[config.mk]
export PLATFORM = sky130hd
export DESIGN_NAME = bp_gshare_btb_flat
export DESIGN_NICKNAME = d
export VERILOG_FILES = /design/src/rtl/bp_gshare_btb_pkg.sv /design/src/rtl/bp_gshare_btb_if.sv /design/src/rtl/bp_gshare_btb_sat_cnt2.sv /design/src/rtl/bp_gshare_btb.sv /design/src/flat_wrapper.sv
export SDC_FILE = /design/constraint.sdc
export NUM_CORES = 2
export LEC_CHECK = 0
export ABC_CLOCK_PERIOD_IN_PS = 7000
export CAP_MARGIN = 0
export CORE_MARGIN = 3
export CORE_UTILIZATION = 35
export DETAILED_ROUTE_END_ITERATION = 16
export GPL_TIMING_DRIVEN = 0
export SLEW_MARGIN = 20
export SYNTH_ARGS = -nofsm -noshare
export SYNTH_HDL_FRONTEND = slang
export SYNTH_SLANG_ARGS = --single-unit
[constraint.sdc]
create_clock -name clk -period 7 [get_ports clk]
set_clock_uncertainty 0.15 [all_clocks]
set_input_delay 1.75 -clock clk [delete_from_list [all_inputs] [get_ports clk]]
set_output_delay 1.75 -clock clk [all_outputs]
set_load 0.01 [all_outputs]
[src/rtl/bp_gshare_btb_pkg.sv]
// Shared constants, types and helpers for the gshare/BTB predictor slice.
//   BTB_LEN  : BTB index width (BTB_BITS entries)
//   GHR_LEN  : GHR width and PHT index width (GHR_BITS counters)
//   SNT/WNT/WT/ST : 2-bit counter encodings
package bp_gshare_btb_pkg;

    localparam int BTB_LEN  = 6;
    localparam int GHR_LEN  = 8;
    localparam int BTB_BITS = 1 << BTB_LEN;
    localparam int GHR_BITS = 1 << GHR_LEN;
    localparam int TAG_W    = 32 - BTB_LEN - 2;

    localparam logic [1:0] SNT = 2'd0;
    localparam logic [1:0] WNT = 2'd1;
    localparam logic [1:0] WT  = 2'd2;
    localparam logic [1:0] ST  = 2'd3;

    typedef logic [BTB_LEN-1:0] btb_idx_t;
    typedef logic [GHR_LEN-1:0] ghr_t;
    typedef logic [TAG_W-1:0]   btb_tag_t;

    function automatic btb_tag_t pc_tag(input logic [31:0] pc);
        return pc[31:BTB_LEN+2];
    endfunction

endpackage

[src/rtl/bp_gshare_btb_if.sv]
// Predictor bus: IF lookup, PD-side prediction, ID-stage table updates,
// plus the PD-register stall/refresh controls.
//   master : pipeline side (drives lookups, controls, updates; reads prediction)
//   slave  : predictor (bp_gshare_btb)
interface bp_gshare_btb_if;

    logic                          stall;
    logic                          refresh;
    logic                          if_req;
    logic [31:0]                   if_pc;
    logic                          pd_bp_valid;
    logic                          pd_btb_hit;
    logic                          pd_bp_take;
    logic [31:0]                   pd_bp_target;
    bp_gshare_btb_pkg::btb_idx_t   pd_btb_index;
    bp_gshare_btb_pkg::ghr_t       pd_gshare_index;
    logic                          id_btb_wen;
    bp_gshare_btb_pkg::btb_idx_t   id_btb_windex;
    logic [31:0]                   id_btb_wpc;
    logic [31:0]                   id_btb_wtarget;
    logic                          id_gshare_wen;
    bp_gshare_btb_pkg::ghr_t       id_gshare_windex;
    logic                          id_br_taken;

    modport master (
        output stall, refresh, if_req, if_pc,
        output id_btb_wen, id_btb_windex, id_btb_wpc, id_btb_wtarget,
        output id_gshare_wen, id_gshare_windex, id_br_taken,
        input  pd_bp_valid, pd_btb_hit, pd_bp_take, pd_bp_target,
        input  pd_btb_index, pd_gshare_index
    );

    modport slave (
        input  stall, refresh, if_req, if_pc,
        input  id_btb_wen, id_btb_windex, id_btb_wpc, id_btb_wtarget,
        input  id_gshare_wen, id_gshare_windex, id_br_taken,
        output pd_bp_valid, pd_btb_hit, pd_bp_take, pd_bp_target,
        output pd_btb_index, pd_gshare_index
    );

endinterface

[src/rtl/bp_gshare_btb_sat_cnt2.sv]
// bp_sat_cnt2: combinational next state of a 2-bit saturating counter.
//   cnt_i   : current counter
//   taken_i : resolved outcome (1 = count up)
//   cnt_o   : next counter, clamped at SNT/ST
module bp_sat_cnt2
    import bp_gshare_btb_pkg::*;
(
    input  logic [1:0] cnt_i,
    input  logic       taken_i,
    output logic [1:0] cnt_o
);

    always_comb begin
        cnt_o = cnt_i;
        if (taken_i) begin
            if (cnt_i != ST) cnt_o = cnt_i + 2'd1;
        end else begin
            if (cnt_i != SNT) cnt_o = cnt_i - 2'd1;
        end
    end

endmodule

[src/rtl/bp_gshare_btb.sv]
// bp_gshare_btb: direct-mapped BTB + gshare PHT + committed GHR.
// Lookup from IF is registered and presented to PD one cycle later;
// ID-stage updates are applied every cycle regardless of stall/refresh.
//   clk, resetn : clock, synchronous active-low reset
//   bp (slave)  : lookup, PD prediction, ID updates, stall/refresh
// Build option: BP_WRITE_FWD_EN forwards same-cycle BTB/PHT writes into
// the lookup (GHR still read pre-shift). Default: strict read-old.
module bp_gshare_btb
    import bp_gshare_btb_pkg::*;
(
    input  logic          clk,
    input  logic          resetn,
    bp_gshare_btb_if.slave bp
);

    // Tables
    logic       btb_valid_q [BTB_BITS];
    logic       btb_valid_d [BTB_BITS];
    btb_tag_t   btb_tag_q   [BTB_BITS];
    btb_tag_t   btb_tag_d   [BTB_BITS];
    logic [31:0] btb_tgt_q  [BTB_BITS];
    logic [31:0] btb_tgt_d  [BTB_BITS];
    logic [1:0] pht_q       [GHR_BITS];
    logic [1:0] pht_d       [GHR_BITS];
    ghr_t       ghr_q, ghr_d;

    // PD-side output register
    logic        pd_valid_q, pd_valid_d;
    logic        pd_hit_q, pd_hit_d;
    logic        pd_take_q, pd_take_d;
    logic [31:0] pd_tgt_q, pd_tgt_d;
    btb_idx_t    pd_bidx_q, pd_bidx_d;
    ghr_t        pd_gidx_q, pd_gidx_d;

    // Lookup
    btb_idx_t    bidx;
    ghr_t        gidx;
    logic        rd_valid;
    btb_tag_t    rd_tag;
    logic [31:0] rd_tgt;
    logic [1:0]  rd_cnt;
    logic        hit;
    logic [1:0]  pht_wr_cnt;

    // Word-offset PC bits and the index bits of the write PC carry no state.
    logic unused_pc_bits;
    assign unused_pc_bits = ^{bp.if_pc[1:0], bp.id_btb_wpc[BTB_LEN+1:0]};

    // One counter is trained per cycle; its next value also feeds forwarding.
    bp_sat_cnt2 u_upd (
        .cnt_i   (pht_q[bp.id_gshare_windex]),
        .taken_i (bp.id_br_taken),
        .cnt_o   (pht_wr_cnt)
    );

    always_comb begin
        bidx     = bp.if_pc[BTB_LEN+1:2];
        gidx     = bp.if_pc[GHR_LEN+1:2] ^ ghr_q;
        rd_valid = btb_valid_q[bidx];
        rd_tag   = btb_tag_q[bidx];
        rd_tgt   = btb_tgt_q[bidx];
        rd_cnt   = pht_q[gidx];
`ifdef BP_WRITE_FWD_EN
        if (bp.id_btb_wen && (bp.id_btb_windex == bidx)) begin
            rd_valid = 1'b1;
            rd_tag   = pc_tag(bp.id_btb_wpc);
            rd_tgt   = bp.id_btb_wtarget;
        end
        if (bp.id_gshare_wen && (bp.id_gshare_windex == gidx))
            rd_cnt = pht_wr_cnt;
`endif
        hit = rd_valid && (rd_tag == pc_tag(bp.if_pc));
    end

    // Table updates come from a committed stage, so stall/refresh never gate them.
    always_comb begin
        btb_valid_d = btb_valid_q;
        btb_tag_d   = btb_tag_q;
        btb_tgt_d   = btb_tgt_q;
        pht_d       = pht_q;
        ghr_d       = ghr_q;
        if (bp.id_btb_wen) begin
            btb_valid_d[bp.id_btb_windex] = 1'b1;
            btb_tag_d[bp.id_btb_windex]   = pc_tag(bp.id_btb_wpc);
            btb_tgt_d[bp.id_btb_windex]   = bp.id_btb_wtarget;
        end
        if (bp.id_gshare_wen) begin
            pht_d[bp.id_gshare_windex] = pht_wr_cnt;
            ghr_d = {ghr_q[GHR_LEN-2:0], bp.id_br_taken};
        end
    end

    // Refresh beats stall; stall holds; otherwise load the new lookup.
    always_comb begin
        pd_valid_d = pd_valid_q;
        pd_hit_d   = pd_hit_q;
        pd_take_d  = pd_take_q;
        pd_tgt_d   = pd_tgt_q;
        pd_bidx_d  = pd_bidx_q;
        pd_gidx_d  = pd_gidx_q;
        if (bp.refresh) begin
            pd_valid_d = 1'b0;
            pd_hit_d   = 1'b0;
            pd_take_d  = 1'b0;
            pd_tgt_d   = '0;
            pd_bidx_d  = '0;
            pd_gidx_d  = '0;
        end else if (!bp.stall) begin
            pd_valid_d = bp.if_req;
            pd_hit_d   = hit;
            pd_take_d  = hit && rd_cnt[1];
            pd_tgt_d   = hit ? rd_tgt : 32'd0;
            pd_bidx_d  = bidx;
            pd_gidx_d  = gidx;
        end
    end

    always_ff @(posedge clk) begin
        if (!resetn) begin
            for (int i = 0; i < BTB_BITS; i++) btb_valid_q[i] <= 1'b0;
            for (int i = 0; i < GHR_BITS; i++) pht_q[i] <= WNT;
            ghr_q      <= '0;
            pd_valid_q <= 1'b0;
            pd_hit_q   <= 1'b0;
            pd_take_q  <= 1'b0;
            pd_tgt_q   <= '0;
            pd_bidx_q  <= '0;
            pd_gidx_q  <= '0;
        end else begin
            btb_valid_q <= btb_valid_d;
            pht_q       <= pht_d;
            ghr_q       <= ghr_d;
            pd_valid_q  <= pd_valid_d;
            pd_hit_q    <= pd_hit_d;
            pd_take_q   <= pd_take_d;
            pd_tgt_q    <= pd_tgt_d;
            pd_bidx_q   <= pd_bidx_d;
            pd_gidx_q   <= pd_gidx_d;
        end
    end

    // Tag/target payload needs no reset: the valid bit qualifies it.
    always_ff @(posedge clk) begin
        btb_tag_q <= btb_tag_d;
        btb_tgt_q <= btb_tgt_d;
    end

    assign bp.pd_bp_valid     = pd_valid_q;
    assign bp.pd_btb_hit      = pd_hit_q;
    assign bp.pd_bp_take      = pd_take_q;
    assign bp.pd_bp_target    = pd_tgt_q;
    assign bp.pd_btb_index    = pd_bidx_q;
    assign bp.pd_gshare_index = pd_gidx_q;

endmodule

[src/flat_wrapper.sv]
// flat-port wrapper written by rule: the top's interface ports become plain ports
module bp_gshare_btb_flat import bp_gshare_btb_pkg::*;
  (clk, resetn, bp_stall, bp_refresh, bp_if_req, bp_if_pc, bp_id_btb_wen, bp_id_btb_windex, bp_id_btb_wpc, bp_id_btb_wtarget, bp_id_gshare_wen, bp_id_gshare_windex, bp_id_br_taken, bp_pd_bp_valid, bp_pd_btb_hit, bp_pd_bp_take, bp_pd_bp_target, bp_pd_btb_index, bp_pd_gshare_index);
  bp_gshare_btb_if bp_i ();
  input  logic clk;
  input  logic resetn;
  input wire logic [$bits(bp_i.stall)-1:0] bp_stall;
  input wire logic [$bits(bp_i.refresh)-1:0] bp_refresh;
  input wire logic [$bits(bp_i.if_req)-1:0] bp_if_req;
  input wire logic [$bits(bp_i.if_pc)-1:0] bp_if_pc;
  input wire logic [$bits(bp_i.id_btb_wen)-1:0] bp_id_btb_wen;
  input wire logic [$bits(bp_i.id_btb_windex)-1:0] bp_id_btb_windex;
  input wire logic [$bits(bp_i.id_btb_wpc)-1:0] bp_id_btb_wpc;
  input wire logic [$bits(bp_i.id_btb_wtarget)-1:0] bp_id_btb_wtarget;
  input wire logic [$bits(bp_i.id_gshare_wen)-1:0] bp_id_gshare_wen;
  input wire logic [$bits(bp_i.id_gshare_windex)-1:0] bp_id_gshare_windex;
  input wire logic [$bits(bp_i.id_br_taken)-1:0] bp_id_br_taken;
  output wire logic [$bits(bp_i.pd_bp_valid)-1:0] bp_pd_bp_valid;
  output wire logic [$bits(bp_i.pd_btb_hit)-1:0] bp_pd_btb_hit;
  output wire logic [$bits(bp_i.pd_bp_take)-1:0] bp_pd_bp_take;
  output wire logic [$bits(bp_i.pd_bp_target)-1:0] bp_pd_bp_target;
  output wire logic [$bits(bp_i.pd_btb_index)-1:0] bp_pd_btb_index;
  output wire logic [$bits(bp_i.pd_gshare_index)-1:0] bp_pd_gshare_index;
  assign bp_i.stall = bp_stall;
  assign bp_i.refresh = bp_refresh;
  assign bp_i.if_req = bp_if_req;
  assign bp_i.if_pc = bp_if_pc;
  assign bp_i.id_btb_wen = bp_id_btb_wen;
  assign bp_i.id_btb_windex = bp_id_btb_windex;
  assign bp_i.id_btb_wpc = bp_id_btb_wpc;
  assign bp_i.id_btb_wtarget = bp_id_btb_wtarget;
  assign bp_i.id_gshare_wen = bp_id_gshare_wen;
  assign bp_i.id_gshare_windex = bp_id_gshare_windex;
  assign bp_i.id_br_taken = bp_id_br_taken;
  assign bp_pd_bp_valid = bp_i.pd_bp_valid;
  assign bp_pd_btb_hit = bp_i.pd_btb_hit;
  assign bp_pd_bp_take = bp_i.pd_bp_take;
  assign bp_pd_bp_target = bp_i.pd_bp_target;
  assign bp_pd_btb_index = bp_i.pd_btb_index;
  assign bp_pd_gshare_index = bp_i.pd_gshare_index;
  bp_gshare_btb u_core (.clk(clk), .resetn(resetn), .bp(bp_i));
endmodule
Word level (Yosys, flattened, before mapping)

Index checks and enable logic that the tools add are counted.

Equal/unequal tests: 2
Reduce and logical (&&, ||, !) cells: 6
$lt $le $gt $ge: 6
Muxes and demuxes: 30
Add/sub/neg operators: 2
Bitwise logic cells: 7

Operators by type and width:

| cell               | count |
|---|---|
| $bwmux 2048        | 1 |
| $bwmux 1536        | 1 |
| $bwmux 512         | 1 |
| $bmux 32 s6        | 1 |
| $demux 32 s6       | 1 |
| $bmux 24 s6        | 1 |
| $demux 24 s6       | 1 |
| $mux 32            | 4 |
| $mux 24            | 3 |
| $or 64x64->64      | 1 |
| $bmux 2 s8         | 2 |
| $eq 24x24->1       | 1 |
| $ge 9x9->1 const B | 2 |
| $not 8->9          | 2 |
| $demux 2 s8        | 1 |
| $mux 2             | 8 |
| $ge 7x7->1 const B | 2 |
| $not 6->7          | 2 |
| $lt 9x1->1 const B | 1 |
| $xor 8x8->8        | 1 |
| $lt 7x1->1 const B | 1 |
| $bmux 1 s6         | 1 |
| $demux 1 s6        | 1 |
| $logic_and 1x1->1  | 4 |
| other kinds (7)    | 9 |

Input port bits: 118
Word-level logic and storage cells: 508
Output and inout port bits: 49
Bits in registers: 4217

Longest topological paths before layout

Depth after elaboration: 8
Gate-level depth with buffers: 18
Mapped depth without buffers: 9

Hierarchy

Synthesis repeated with hierarchy kept, for this count alone.

Cell total of the unflattened synthesis: 9231
Area total of the unflattened synthesis: 168135.0 um^2

By module, submodules not included:

| module        | area an instance (um^2) | instances | cells each | seq. area each (um^2) |
|---|---|---|---|---|
| bp_gshare_btb | 168108.7                | 1         | 9228       | 120295.4 |
| bp_sat_cnt2   | 26.3                    | 1         | 3          | 0.0 |

Worst setup path before layout

Ideal clock, no wire load.

Path type: input port to flip-flop
Start: in bp_id_btb_windex[4]
End: reg u_core.btb_tag_q[360] (netlist name), enable pin
Arrival: 6098 ps
Library setup time: 541 ps
Stages on the path: 4
Path buffers: 1
Slack: 211 ps
Data required time: 6309 ps
Cell sequence: clkbuf_1 -> and3b_1 -> nand2_1 -> nor3_1

RTL lines:

| item                 | line                 | source |
|---|---|---|
| start, declared      | flat_wrapper.sv:12   | `input wire logic [$bits(bp_i.id_btb_windex)-1:0] bp_id_btb_windex;` |
| end signal, assigned | bp_gshare_btb.sv:144 | `btb_tag_q <= btb_tag_d;` |
| end, declared        | bp_gshare_btb.sv:19  | `btb_tag_t btb_tag_q [BTB_BITS];` |

Final worst setup path

Start: in bp_if_pc[3]
End: reg u_core.pd_take_q, in the netlist u_core.bp.pd_bp_take

Word-level cells in the longest chain between the ends: 7
Elaborated cells between the ends (all ways): 15
Those cells by class: eq/ne (1); mux (9); bitwise (3); reduce/logical (2)

Ends and longest elaborated chain:

| item                                        | line                                     | source |
|---|---|---|
| start, declared                             | flat_wrapper.sv:10                       | `input wire logic [$bits(bp_i.if_pc)-1:0] bp_if_pc;` |
| $not 6->7 (implied by the code)             | bp_gshare_btb.sv:59, bp_gshare_btb.sv:60 |  |
| $bmux 24 s6                                 | bp_gshare_btb.sv:60                      | `rd_tag = btb_tag_q[bidx];` |
| $mux 24 (implied by the code) (2 in series) | bp_gshare_btb.sv:60                      |  |
| $eq 24x24->1                                | bp_gshare_btb.sv:72                      | `hit = rd_valid && (rd_tag == pc_tag(bp.if_pc));` |
| $logic_and 1x1->1                           | bp_gshare_btb.sv:72                      |  |
| $logic_and 1x1->1 (*)                       | bp_gshare_btb.sv:111                     | `pd_take_d = hit && rd_cnt[1];` |
| end signal, assigned                        | bp_gshare_btb.sv:135                     | `pd_take_q <= pd_take_d;` |
| end, declared                               | bp_gshare_btb.sv:30                      | `logic pd_take_q, pd_take_d;` |

Mark *: on every way between the ends. The rest lies on a longest branch, timed or not. The select of a mux whose other input is x is not followed.
A chain may end at the register's enable or synchronous reset.

==> impl_metrics.yaml <==
status:
  status: "finished clean"
yosys:
  synthAdderAreaFrac_pct: 0
  netlist_area_mm2: 0.167
  synth_simple_gate_area_share_pct: 2.97
  ys_seq_area_share_pct: 72.0
  synthCells: 8778
  synth_area_leader_cell: "edfxtp_1"
  synth-compound-area-share_pct: 5.05
  synth_top_family_by_area: "multiplexers"
  synth_ff_type: "edfxtp_1"
  ys_seq_elements: 4217
  synth.area.mux_share_pct: 17.8
  synth-edff-count: 3584
  synth.distinct_cells: 86
  yosys_warnings: 0
  yosysTopAreaCellShare_pct: 64.4
  avgSynthCellArea_um2: 19.0
  async_flop_share_pct: 0
  synth_xor_area_share_pct: 0.151
  synth_area_leaders: "edfxtp_1 64%, mux4_2 16%, dfxtp_1 7.6%"
  synthesis.nets: 8896
flow_run:
  drv_cap: 0
floorplan:
  num_rows: 253
  core-area_mm2: 0.475
  start_util_pct: 35.2
  design.die.area_mm2: 0.486
  chipHeight_um: 697
  ios: 167
  die_width_um: 697
setup_path:
  slowest_stage: "a311o_1"
  rr_worst_depth: 12
  crit_top_cell: "buf_2"
  timing.rr.start: "u_core.ghr_q[1]"
  rrSetupSlack_ps: 1640
  cp-start-kind: "input port"
  cpPeakStageDelay_ps: 630
  end_kind: "flip-flop"
  cp.required_ps: 7670
  path_class: "input port to flip-flop"
  path_max_fanout: 10
  cp.arrival_ps: 7610
  worstPathCellList: "buf_2, buf_6, buf_4, buf_4, xor2_2, buf_6, buf_2, buf_2, mux4_2, nor3_1, nor4_1, a41oi_1, o311ai_1, a311o_1, nand3_1, o21ai_1"
  rr_endpoint: "u_core.bp.pd_bp_take"
routing:
  drt_iter0_markers: 17300
  wire_per_inst_um: 37.6
  drt_wl_total_um: 621000
  num_vias: 101000
  first_pass_iters: 9
  viasPerCell: 6.14
  drc: 0
  ant_nets: 0
clock_network:
  clockRootBuffer: "clkbuf_16"
  clkLatencyLatePin_ps: 1070
  h-tree-depth: 5
  cts_tree: "built"
  hold_buffers: 0
  clockBufferDepth: 4
  cts.sinks: 4217
  clk_transition_reported_paths_ps: 60
  cts_inserted_buffers: 420
  cts_setup_buffers: 0
final_layout:
  nets: 9872
  nFillCells: 41200
  layout-drive-gt1-share_pct: 27.1
  area_growth_pct: 19.0
worst_hold_path:
  hold_end: "u_core.bp.pd_bp_target[14]"
  hold_class: "flip-flop to flip-flop"
  hold_depth: 2
  hp-start: "u_core.bp.pd_bp_target[14]"
power:
  p_switching_w: 0.0124
  leakage_nw: 62.5
  seq_power_share_pct: 51.3
  internal_power_w: 0.0411
  switching_share_pct: 23.2
  power_frac_clock_pct: 42.2
  peakVddDrop_uv: 231
  p_per_area_mw_per_mm2: 269
  combPwrFrac_pct: 6.6
  total_power_w: 0.0535
global_routing:
  grt_pass1_wl_um: 832000
  antenna_found_initial: 71
  grtUsageTotal_pct: 25.0
  grt.overflow.total: 0
  grt_max_degree: 63
  grt_pass1_vias: 97100
sta:
  finalSetupViolations: 0
  period_share_pct: 99.2
  rsz0062_at_grt: "no"
  max_clock_freq_mhz: 144
  hold_violations: 0
  drv_slew: 0
  worst_pin_slew_ps: 1290
  fin_crit_ps: 6940
  timing.slew.headroom_pct: 13.8
  timing.final.ws_setup_ps: 58.2
placement:
  io_buffers: 144
  dp_hpwl_um: 440000
  place_congestion: 0.935
  dp_slack_ps: -2120
## layout make-up
type,instances,area [µm²],area share [%]
antenna,19,47.5,0.0239
sequential,4217,120000,60.5
buffer,659,3450,1.73
clock buffer,559,11400,5.74
clock inverter,209,2140,1.08
inverter,9,33.8,0.0170
timing repair buffer,556,9500,4.78
multi-input combinational,3891,43900,22.1
tap,6375,7980,4.01
## cells in the mapped netlist, types with 13 or more instances
cell / count
nor3_1: 27
xnor2_1: 16
o311ai_0: 21
nand2_1: 379
nand2b_1: 21
buf_4: 53
mux2_2: 13
nor2b_1: 32
nor2_1: 459
clkbuf_1: 285
o21ai_1: 39
buf_2: 203
mux4_2: 1199
nand4_1: 30
a221oi_1: 19
a311oi_1: 86
o22ai_1: 16
buf_6: 34
a211oi_1: 25
a22oi_1: 78
o21ai_0: 389
o311ai_1: 185
o211ai_1: 58
dfxtp_1: 633
mux2i_1: 190
and3_1: 15
buf_1: 73
edfxtp_1: 3584
and2_1: 13
mux4_1: 24
a31oi_1: 23
a21oi_1: 282
nand3_1: 101
## worst max-delay path, delay by kind of cell
kind | cells | cell delay (ps)
AO/OA/AOI/OAI | 4 | 1750
XOR/XNOR | 1 | 440
buffers and inverters | 7 | 2540
multiplexers | 1 | 390
AND/OR/NAND/NOR | 3 | 620
## how the worst max path moves through the flow
stage	from	end	slack (ps)	cells past startpoint
after floorplan	bp_id_btb_windex[4]	u_core.btb_tag_q[360]	210	4
after global placement	bp_id_btb_windex[1]	u_core.btb_tgt_q[446]	-10650	5
after detailed placement	bp_if_pc[7]	u_core.bp.pd_bp_take	-2120	11
after CTS	bp_if_pc[6]	u_core.bp.pd_bp_take	40	15
after global routing	bp_if_pc[3]	u_core.bp.pd_bp_take	100	16
final	bp_if_pc[3]	u_core.bp.pd_bp_take	60	16
## layer usage
metal	wire [µm]	global-route usage (%)	vias up
met5	115	0	-
met4	29700	10.1	18
met3	77700	6.34	1407
met2	276000	37.7	7702
met1	237000	34.6	53700
li1	-	-	38400
## sequential cells by signal, indices dropped and copies added, names as in the netlist, 6 cells and up
register                   count
u_core.pht_q                 512
u_core.btb_tag_q            1536
u_core.bp.pd_bp_target        32
u_core.bp.pd_gshare_index      8
u_core.btb_tgt_q            2048
u_core.btb_valid_q            64
u_core.ghr_q                   8
u_core.bp.pd_btb_index         6
## stage by stage
stage | instances | TNS (ps) | util [%] | hold slack, ps | area (µm²)
floorplan | 8778 | 0 | - | 282 | 167000
global placement | 15300 | - | 37.1 | 294 | 176000
detailed placement | 15700 | -235160 | 39.0 | 296 | 185000
CTS | 16500 | 0 | 41.8 | 303 | 199000
global route | 16500 | 0 | 41.8 | 325 | 199000
finish | 16500 | 0 | 41.8 | 299 | 199000
## timing repair
item	CTS	global route
resized for setup	4	5
gates cloned	0	0
endpoints found under the setup margin	18	1
## kinds of logic (layout without fill, tap and decap cells)
group,count (synthesis),in the layout
buffers and inverters,670,1992
flip-flops,4217,4217
XOR/XNOR,28,28
multiplexers,1426,1426
AND/OR/NAND/NOR,1135,1135
other,0,19
AO/OA/AOI/OAI,1302,1302
## placed cells by master, fill, tap and decap left out, drive strengths merged, types with 12 or more instances in the layout
master / instances
a211oi: 26
a21oi: 282
a221oi: 19
a22oi: 78
a311oi: 86
a31oi: 23
and2: 15
and3: 15
buf: 839
bufinv: 28
clkbuf: 845
clkdlybuf4s50: 88
clkinv: 165
dfxtp: 633
diode: 19
edfxtp: 3584
inv: 21
mux2: 13
mux2i: 190
mux4: 1223
nand2: 379
nand2b: 21
nand3: 101
nand4: 30
nor2: 459
nor2b: 32
nor3: 28
o211ai: 58
o21ai: 428
o22ai: 16
o311ai: 206
xnor2: 16
xor2: 12
## power by group through the flow
stage / logic (W) / registers, W / clock network, W
2_1_floorplan: 0.00172 / 0.0279 / 0
3_3_place_gp: 0.00325 / 0.0280 / 0
3_5_place_dp: 0.00346 / 0.0279 / 0
4_1_cts: 0.00346 / 0.0274 / 0.0227
5_1_grt: 0.00361 / 0.0274 / 0.0237
6_report: 0.00352 / 0.0274 / 0.0225
Power figures use the tool's default switching activity.
